**src/rtl/text_loader_ctrl_pkg.sv**
```systemverilog
// Shared types and constants for the boot-time text-memory loader controller.
package text_loader_pkg;

  typedef enum logic [2:0] {
    ST_CLR,
    ST_SYNC,
    ST_LEN,
    ST_DATA,
    ST_CSUM,
    ST_DONE,
    ST_ERR
  } state_t;

  localparam logic [1:0] ERR_NONE = 2'd0;
  localparam logic [1:0] ERR_LEN  = 2'd1;
  localparam logic [1:0] ERR_CSUM = 2'd2;

  localparam logic [7:0] DEFAULT_MAGIC     = 8'hA5;
  localparam int         DEFAULT_MAX_WORDS = 256;

  // Byte acceptance depends on state alone so in_ready never waits on in_valid.
  function automatic logic accepts_bytes(input state_t s);
    return (s == ST_SYNC) || (s == ST_LEN) || (s == ST_DATA) || (s == ST_CSUM);
  endfunction

endpackage

```
**src/rtl/text_loader_ctrl_if.sv**
```systemverilog
// Byte-serial valid/ready stream feeding the loader controller.
interface text_loader_ctrl_if;

  logic [7:0] in_byte;
  logic       in_valid;
  logic       in_ready;

  modport master (output in_byte, output in_valid, input  in_ready);
  modport slave  (input  in_byte, input  in_valid, output in_ready);

endinterface

```
**src/rtl/text_loader_ctrl.sv**
```systemverilog
// Parses a framed byte stream (magic, LE word count, payload, XOR checksum) into
// text-memory byte writes and holds the core in reset until a good load completes.
module text_loader_ctrl
  import text_loader_pkg::*;
#(
  parameter logic [7:0] MAGIC     = DEFAULT_MAGIC,
  parameter int         MAX_WORDS = DEFAULT_MAX_WORDS,
  parameter int         LEN_W     = 32
) (
  input  logic               clk,
  input  logic               rst,
  text_loader_ctrl_if.slave  in_if,
  input  logic               start,
  output logic               mem_clr,
  output logic               mem_we,
  output logic [7:0]         mem_data,
  output logic               cpu_hold,
  output logic               done,
  output logic [1:0]         err_code,
  output logic [LEN_W-1:0]   loaded_words
);

  localparam int CNT_W = $clog2(4 * MAX_WORDS) + 1;

  state_t           state_q, state_d;
  logic [CNT_W-1:0] cnt_q, cnt_d;
  logic [7:0]       csum_q, csum_d;
  logic [LEN_W-1:0] len_q, len_d;
  logic [1:0]       err_q, err_d;
  logic [LEN_W-1:0] loaded_q, loaded_d;
  logic             mem_clr_q, mem_clr_d;
  logic             mem_we_q, mem_we_d;
  logic [7:0]       mem_data_q, mem_data_d;

  logic             in_ready_w;
  logic             hs;
  logic [CNT_W-1:0] byte_tgt;

  assign in_ready_w = accepts_bytes(state_q);
  assign hs         = in_if.in_valid & in_ready_w;
  // Safe to truncate: lengths above MAX_WORDS never reach DATA.
  assign byte_tgt   = {len_q[CNT_W-3:0], 2'b00};

  always_comb begin
    state_d    = state_q;
    cnt_d      = cnt_q;
    csum_d     = csum_q;
    len_d      = len_q;
    err_d      = err_q;
    loaded_d   = loaded_q;
    mem_clr_d  = 1'b0;
    mem_we_d   = 1'b0;
    mem_data_d = mem_data_q;

    case (state_q)
      ST_CLR: begin
        mem_clr_d = 1'b1;
        cnt_d     = '0;
        csum_d    = '0;
        len_d     = '0;
        state_d   = ST_SYNC;
      end
      ST_SYNC: begin
        if (hs && (in_if.in_byte == MAGIC)) begin
          cnt_d   = '0;
          state_d = ST_LEN;
        end
      end
      ST_LEN: begin
        if (hs) begin
          len_d[{cnt_q[1:0], 3'b000} +: 8] = in_if.in_byte;
          if (cnt_q[1:0] == 2'd3) begin
            cnt_d = '0;
            if (len_d > LEN_W'(MAX_WORDS)) begin
              err_d   = ERR_LEN;
              state_d = ST_ERR;
            end else if (len_d == '0) begin
              state_d = ST_CSUM;
            end else begin
              state_d = ST_DATA;
            end
          end else begin
            cnt_d = cnt_q + CNT_W'(1);
          end
        end
      end
      ST_DATA: begin
        if (hs) begin
          mem_we_d   = 1'b1;
          mem_data_d = in_if.in_byte;
          csum_d     = csum_q ^ in_if.in_byte;
          if (cnt_q == byte_tgt - CNT_W'(1)) begin
            cnt_d   = '0;
            state_d = ST_CSUM;
          end else begin
            cnt_d = cnt_q + CNT_W'(1);
          end
        end
      end
      ST_CSUM: begin
        if (hs) begin
          if (in_if.in_byte == csum_q) begin
            loaded_d = len_q;
            state_d  = ST_DONE;
          end else begin
            err_d   = ERR_CSUM;
            state_d = ST_ERR;
          end
        end
      end
      ST_DONE, ST_ERR: begin
        if (start) begin
          err_d   = ERR_NONE;
          state_d = ST_CLR;
        end
      end
      default: state_d = ST_CLR;
    endcase
  end

  always_ff @(posedge clk or posedge rst) begin
    if (rst) begin
      state_q    <= ST_CLR;
      cnt_q      <= '0;
      csum_q     <= '0;
      len_q      <= '0;
      err_q      <= ERR_NONE;
      loaded_q   <= '0;
      mem_clr_q  <= 1'b0;
      mem_we_q   <= 1'b0;
      mem_data_q <= '0;
    end else begin
      state_q    <= state_d;
      cnt_q      <= cnt_d;
      csum_q     <= csum_d;
      len_q      <= len_d;
      err_q      <= err_d;
      loaded_q   <= loaded_d;
      mem_clr_q  <= mem_clr_d;
      mem_we_q   <= mem_we_d;
      mem_data_q <= mem_data_d;
    end
  end

  assign in_if.in_ready = in_ready_w;
  assign mem_clr        = mem_clr_q;
  assign mem_we         = mem_we_q;
  assign mem_data       = mem_data_q;
  assign cpu_hold       = (state_q != ST_DONE);
  assign done           = (state_q == ST_DONE);
  assign err_code       = err_q;
  assign loaded_words   = loaded_q;

endmodule
```
**src/flat_wrapper.sv**
```systemverilog
// flat-port wrapper written by rule: the top's interface ports become plain ports
module text_loader_ctrl_flat import text_loader_pkg::*;
#(
  parameter logic [7:0] MAGIC     = DEFAULT_MAGIC,
  parameter int         MAX_WORDS = DEFAULT_MAX_WORDS,
  parameter int         LEN_W     = 32
)
  (clk, rst, start, mem_clr, mem_we, mem_data, cpu_hold, done, err_code, loaded_words, in_if_in_byte, in_if_in_valid, in_if_in_ready);
  text_loader_ctrl_if in_if_i ();
  input  logic clk;
  input  logic rst;
  input  logic start;
  output logic mem_clr;
  output logic mem_we;
  output logic [7:0] mem_data;
  output logic cpu_hold;
  output logic done;
  output logic [1:0] err_code;
  output logic [LEN_W-1:0] loaded_words;
  input wire logic [$bits(in_if_i.in_byte)-1:0] in_if_in_byte;
  input wire logic [$bits(in_if_i.in_valid)-1:0] in_if_in_valid;
  output wire logic [$bits(in_if_i.in_ready)-1:0] in_if_in_ready;
  assign in_if_i.in_byte = in_if_in_byte;
  assign in_if_i.in_valid = in_if_in_valid;
  assign in_if_in_ready = in_if_i.in_ready;
  text_loader_ctrl #(.MAGIC(MAGIC), .MAX_WORDS(MAX_WORDS), .LEN_W(LEN_W)) u_core (.clk(clk), .rst(rst), .in_if(in_if_i), .start(start), .mem_clr(mem_clr), .mem_we(mem_we), .mem_data(mem_data), .cpu_hold(cpu_hold), .done(done), .err_code(err_code), .loaded_words(loaded_words));
endmodule
```
**config.mk**
```make
export PLATFORM = sky130hd
export DESIGN_NAME = text_loader_ctrl_flat
export DESIGN_NICKNAME = d
export VERILOG_FILES = /design/src/rtl/text_loader_ctrl_pkg.sv /design/src/rtl/text_loader_ctrl_if.sv /design/src/rtl/text_loader_ctrl.sv /design/src/flat_wrapper.sv
export SDC_FILE = /design/constraint.sdc
export NUM_CORES = 1
export LEC_CHECK = 0
export ABC_AREA = 0
export CORE_AREA = 2 2 102 104
export DETAILED_ROUTE_END_ITERATION = 16
export DIE_AREA = 0 0 104 106
export PLACE_DENSITY = 0.71
export SYNTH_ARGS = -nofsm -noshare
export SYNTH_HDL_FRONTEND = slang
export SYNTH_SLANG_ARGS = --single-unit
```
**constraint.sdc**
```tcl
create_clock -name clk -period 5.5 [get_ports clk]
set_input_delay 1.1 -clock clk [delete_from_list [all_inputs] [get_ports clk]]
set_output_delay 1.1 -clock clk [all_outputs]
set_load 0.01 [all_outputs]
```
==> impl_metrics.py <==
metrics = {
    "outcome": {
        "outcome": "complete, no violations",
    },
    "cts": {
        "maximum_clock_insertion_buffer_count": 2,
        "post_cts.resized_instances": 0,
        "insertion_delay_ns": 0.38,
        "cts_sinks": 98,
        "clkSlewWorstSetupHoldPaths_ns": 0.10,
        "cts_root_buf": "sky130_fd_sc_hd__clkbuf_8",
        "clock_tree.htree_level_count": 3,
        "cts_post_setup_buffers_inserted": 0,
        "tritoncts": "done",
        "cts_made_buffers": 9,
        "cts_hold_fix_bufs": 0,
    },
    "worst_setup_path": {
        "timing.reg2reg.setup_slack_ns": 2.52,
        "worst-endpoint-required_ns": 5.76,
        "worst_r2r_path_depth": 9,
        "worst_ep_arrival_time_ns": 3.77,
        "worst_r2r_startpoint": "u_core.cnt_q[0]$_DFFE_PP0P_",
        "slowest_stage_cell_crit_path": "sky130_fd_sc_hd__clkdlybuf4s50_1",
        "classification_of_the_worst_setup_path": "in -> reg",
        "critical_path.endpoint_type": "flop",
        "delay_of_the_slowest_cell_on_the_worst_path_ns": 0.65,
        "crit_path_max_fanout": 10,
        "path_cells": "clkdlybuf4s50_1 > nor4_2 > nand2b_1 > a2111oi_0 > nand4_1 > or3_1 > nand3b_1 > mux2_1",
        "startpoint_type": "input pin",
        "r2r_end": "u_core.err_code[0]$_DFFE_PP0P_",
    },
    "pwr": {
        "sw_pwr_mw": 0.8583,
        "power.share.combinational_pct": 36.8,
        "total_power_mw": 2.200,
        "power_report.internal_total_mw": 1.342,
        "power.switching_fraction_pct": 39.01,
        "sequential_group_share_of_total_power_pct": 42.3,
        "power_density_nw_per_um2": 385.8,
        "total_leakage_power_nw": 2.621,
        "ir_worst_vdd_v": 0.0002147,
        "clkPwrFrac_pct": 20.9,
    },
    "route": {
        "route.detailed.vias_per_inst": 5.774,
        "route.detailed.drc": 0,
        "initialDrtViolationCount": 232,
        "vias": 3799,
        "postRouteWirelength_mm": 11.10,
        "drt-wirelength-per-cell_um": 16.87,
        "drtAntennaViolNets": 0,
        "detail_route.first_pass.iterations": 6,
    },
    "final_layout": {
        "final_core_util_pct": 57.02,
        "layout.nets": 537,
        "drive_gt1_share_pct": 10.73,
        "final_area_um2": 5702,
        "final_cell_count_no_fill": 658,
        "area_growth_pct": 17.97,
        "antenna_cells": 0,
    },
    "yosys": {
        "share_of_flip_flops_with_an_asynchronous_set_or_reset_pct": 100.0,
        "synth_edf_count": 0,
        "count_of_synthesis_stage_warnings_from_yosys": 0,
        "post_synthesis_cell_type_count": 59,
        "synth_fp_nets": 487,
        "synth_cells": 467,
        "synthFlopType": "sky130_fd_sc_hd__dfrtp_1",
        "synth.ff_latch_count": 98,
        "synth-seq-area-share_pct": 50.74,
        "post_synth_design_cell_area_um2": 4833,
        "avgSynthCellArea_um2": 10.35,
    },
    "hold_path": {
        "timing.hold.worst.start": "u_core.mem_data[6]$_DFFE_PP0P_",
        "hp-class": "reg -> reg",
        "worstHoldPathCells": 2,
        "min_to": "u_core.mem_data[6]$_DFFE_PP0P_",
    },
    "timing": {
        "timing.final.hold_violations": 0,
        "postLayoutSetupSlackWorst_ns": 1.990,
        "timing.slew.headroom_pct": 47.45,
        "fin_crit_ns": 3.510,
        "worst_pin_slew_ns": 0.7882,
        "clock-skew-final_ns": 0.005732,
        "final.hold.worst_slack_ns": 0.4918,
        "fin_setup_tns_ns": 0,
        "rsz_0062_raised_after_global_routing": "no",
        "timing.final.max_slew_violations": 0,
        "fin_crit_sh_pct": 63.81,
        "timing.fmax_mhz": 284.9,
        "setup_violators_final": 0,
    },
    "floorplanning": {
        "io-pin-count": 59,
        "fp.dieArea_um2": 11020,
        "core_um2": 10000,
        "starting_utilization_of_the_core_area_pct": 48.34,
        "dieHeight_um": 106,
        "core.rowCount": 37,
        "die-width_um": 104,
    },
    "placement": {
        "place_area_um2": 5510,
        "placedCellCount": 642,
        "place.gp.congestion": 0.8911,
        "place_worst_setup_slack_ns": 1.600,
        "detailedPlacementHpwl_mm": 7.826,
        "portBuffers": 58,
    },
    "global_routing": {
        "global_route.overflow_total": 0,
        "grt_first_pass_wirelength_mm": 18.84,
        "grt_start_max_net_pins": 67,
        "grt_antenna_before_repair": 0,
        "first_global_vias": 3787,
        "grt_usage_pct": 21.34,
    },
    "job": {
        "maxCapViolations": 0,
    },
}
==> per-layer routing <==
layer	track usage, %	wire length [µm]
met2	34.02	5285
met1	29.18	5135
met3	4.782	531
met4	6.950	148
met5	0	0
==> flip-flops by register name, summed over array words and instances, names as in the netlist <==
register / count
u_core.mem_clr: 1
u_core.len_q: 32
u_core.state_q: 3
u_core.loaded_words: 32
u_core.err_code: 2
u_core.mem_data: 8
u_core.cnt_q: 11
u_core.mem_we: 1
u_core.csum_q: 8
==> cell usage in the layout, fill, tap and decap left out, types with 7 or more instances in the layout <==
cell / instances
sky130_fd_sc_hd__xnor2_1: 9
sky130_fd_sc_hd__mux2_2: 29
sky130_fd_sc_hd__o21ai_0: 32
sky130_fd_sc_hd__nand3_1: 9
sky130_fd_sc_hd__nor4_1: 7
sky130_fd_sc_hd__xor2_1: 12
sky130_fd_sc_hd__a22o_1: 32
sky130_fd_sc_hd__inv_1: 15
sky130_fd_sc_hd__nor3_1: 13
sky130_fd_sc_hd__dfrtp_1: 98
sky130_fd_sc_hd__nor2_1: 30
sky130_fd_sc_hd__a21oi_1: 14
sky130_fd_sc_hd__nand2_1: 58
sky130_fd_sc_hd__or3_1: 8
sky130_fd_sc_hd__ha_1: 8
sky130_fd_sc_hd__clkbuf_8: 10
sky130_fd_sc_hd__clkdlybuf4s50_1: 58
==> cells in the mapped netlist, types with 2 or more instances <==
master	number	area, µm²
sky130_fd_sc_hd__o21ai_1	5	25.02
sky130_fd_sc_hd__nand3b_1	2	15.01
sky130_fd_sc_hd__ha_1	8	100.1
sky130_fd_sc_hd__nand4b_1	3	26.28
sky130_fd_sc_hd__or3_1	8	50.05
sky130_fd_sc_hd__a21o_1	3	22.52
sky130_fd_sc_hd__nand2b_1	3	18.77
sky130_fd_sc_hd__xnor2_1	9	78.83
sky130_fd_sc_hd__a21oi_1	14	70.07
sky130_fd_sc_hd__a22o_1	32	280.3
sky130_fd_sc_hd__and3_1	2	12.51
sky130_fd_sc_hd__nand3_1	9	45.04
sky130_fd_sc_hd__o21ai_0	32	160.2
sky130_fd_sc_hd__dfrtp_1	98	2452
sky130_fd_sc_hd__nor2_1	30	112.6
sky130_fd_sc_hd__buf_2	4	20.02
sky130_fd_sc_hd__o31ai_1	2	15.01
sky130_fd_sc_hd__clkbuf_1	16	60.06
sky130_fd_sc_hd__nand2_1	58	217.7
sky130_fd_sc_hd__o22ai_1	3	18.77
sky130_fd_sc_hd__o21a_1	2	15.01
sky130_fd_sc_hd__a2bb2oi_1	2	17.52
sky130_fd_sc_hd__mux2_2	29	326.6
sky130_fd_sc_hd__xor2_1	12	105.1
sky130_fd_sc_hd__nor4_1	7	43.79
sky130_fd_sc_hd__a31oi_1	6	37.54
sky130_fd_sc_hd__nor3_1	13	65.06
sky130_fd_sc_hd__nor2b_1	3	18.77
sky130_fd_sc_hd__o211a_1	2	20.02
sky130_fd_sc_hd__a21boi_1	2	15.01
sky130_fd_sc_hd__nor4_2	2	25.02
sky130_fd_sc_hd__inv_1	16	60.06
sky130_fd_sc_hd__or2_2	2	12.51
sky130_fd_sc_hd__a22oi_1	2	15.01
sky130_fd_sc_hd__nand4bb_1	2	22.52
==> critical path, delay by kind of cell <==
| family | cells | cell delay [ns] |
|---|---|---|
| AOI/OAI and AO/OA | 1 | 0.40 |
| and+or+nand+nor | 5 | 1.29 |
| buffers and inverters | 1 | 0.65 |
| muxes | 1 | 0.33 |
==> power by group through the flow <==
stage | registers, mW | clock network [mW] | logic [mW]
finish | 0.930 | 0.460 | 0.809
global route | 0.946 | 0.495 | 0.901
CTS | 0.929 | 0.465 | 0.810
detailed placement | 0.941 | 0 | 0.806
global placement | 0.938 | 0 | 0.789
floorplan | 0.907 | 0 | 0.578
==> worst max path at each step <==
| stage | depth (start not counted) | endpoint | startpoint | slack (ns) |
|---|---|---|---|---|
| 2_1_floorplan | 1 | u_core.cnt_q[0]$_DFFE_PP0P_ | rst | 1.84 |
| 4_1_cts | 8 | u_core.err_code[0]$_DFFE_PP0P_ | in_if_in_byte[1] | 1.99 |
| 3_3_place_gp | 8 | u_core.err_code[0]$_DFFE_PP0P_ | in_if_in_byte[1] | 1.69 |
| 5_1_grt | 8 | u_core.err_code[0]$_DFFE_PP0P_ | in_if_in_byte[1] | 1.70 |
| 3_5_place_dp | 8 | u_core.err_code[0]$_DFFE_PP0P_ | in_if_in_byte[1] | 1.60 |
| 6_report | 8 | u_core.err_code[0]$_DFFE_PP0P_ | in_if_in_byte[1] | 1.99 |
==> logic make-up (layout without fill, tap and decap cells) <==
kind of cell / after synthesis / after routing / share of synthesized area [%]
simple gates: 150 / 150 / 15.12
compound gates: 120 / 120 / 17.40
flops: 98 / 98 / 50.74
buf+inv: 38 / 93 / 3.210
mux: 31 / 31 / 7.196
xor+xnor: 22 / 22 / 4.271
fa+ha+maj: 8 / 8 / 2.071
==> final cells by class <==
class | count | area, µm²
clock buffers | 10 | 137.6
clock inverters | 6 | 53.80
fillers | 879 | 4298
inverters | 17 | 66.31
multi-input cells | 331 | 2226
flip-flops and latches | 98 | 2452
well taps | 136 | 170.2
repair buffers | 60 | 595.6
(Power assumes the default switching activity.)
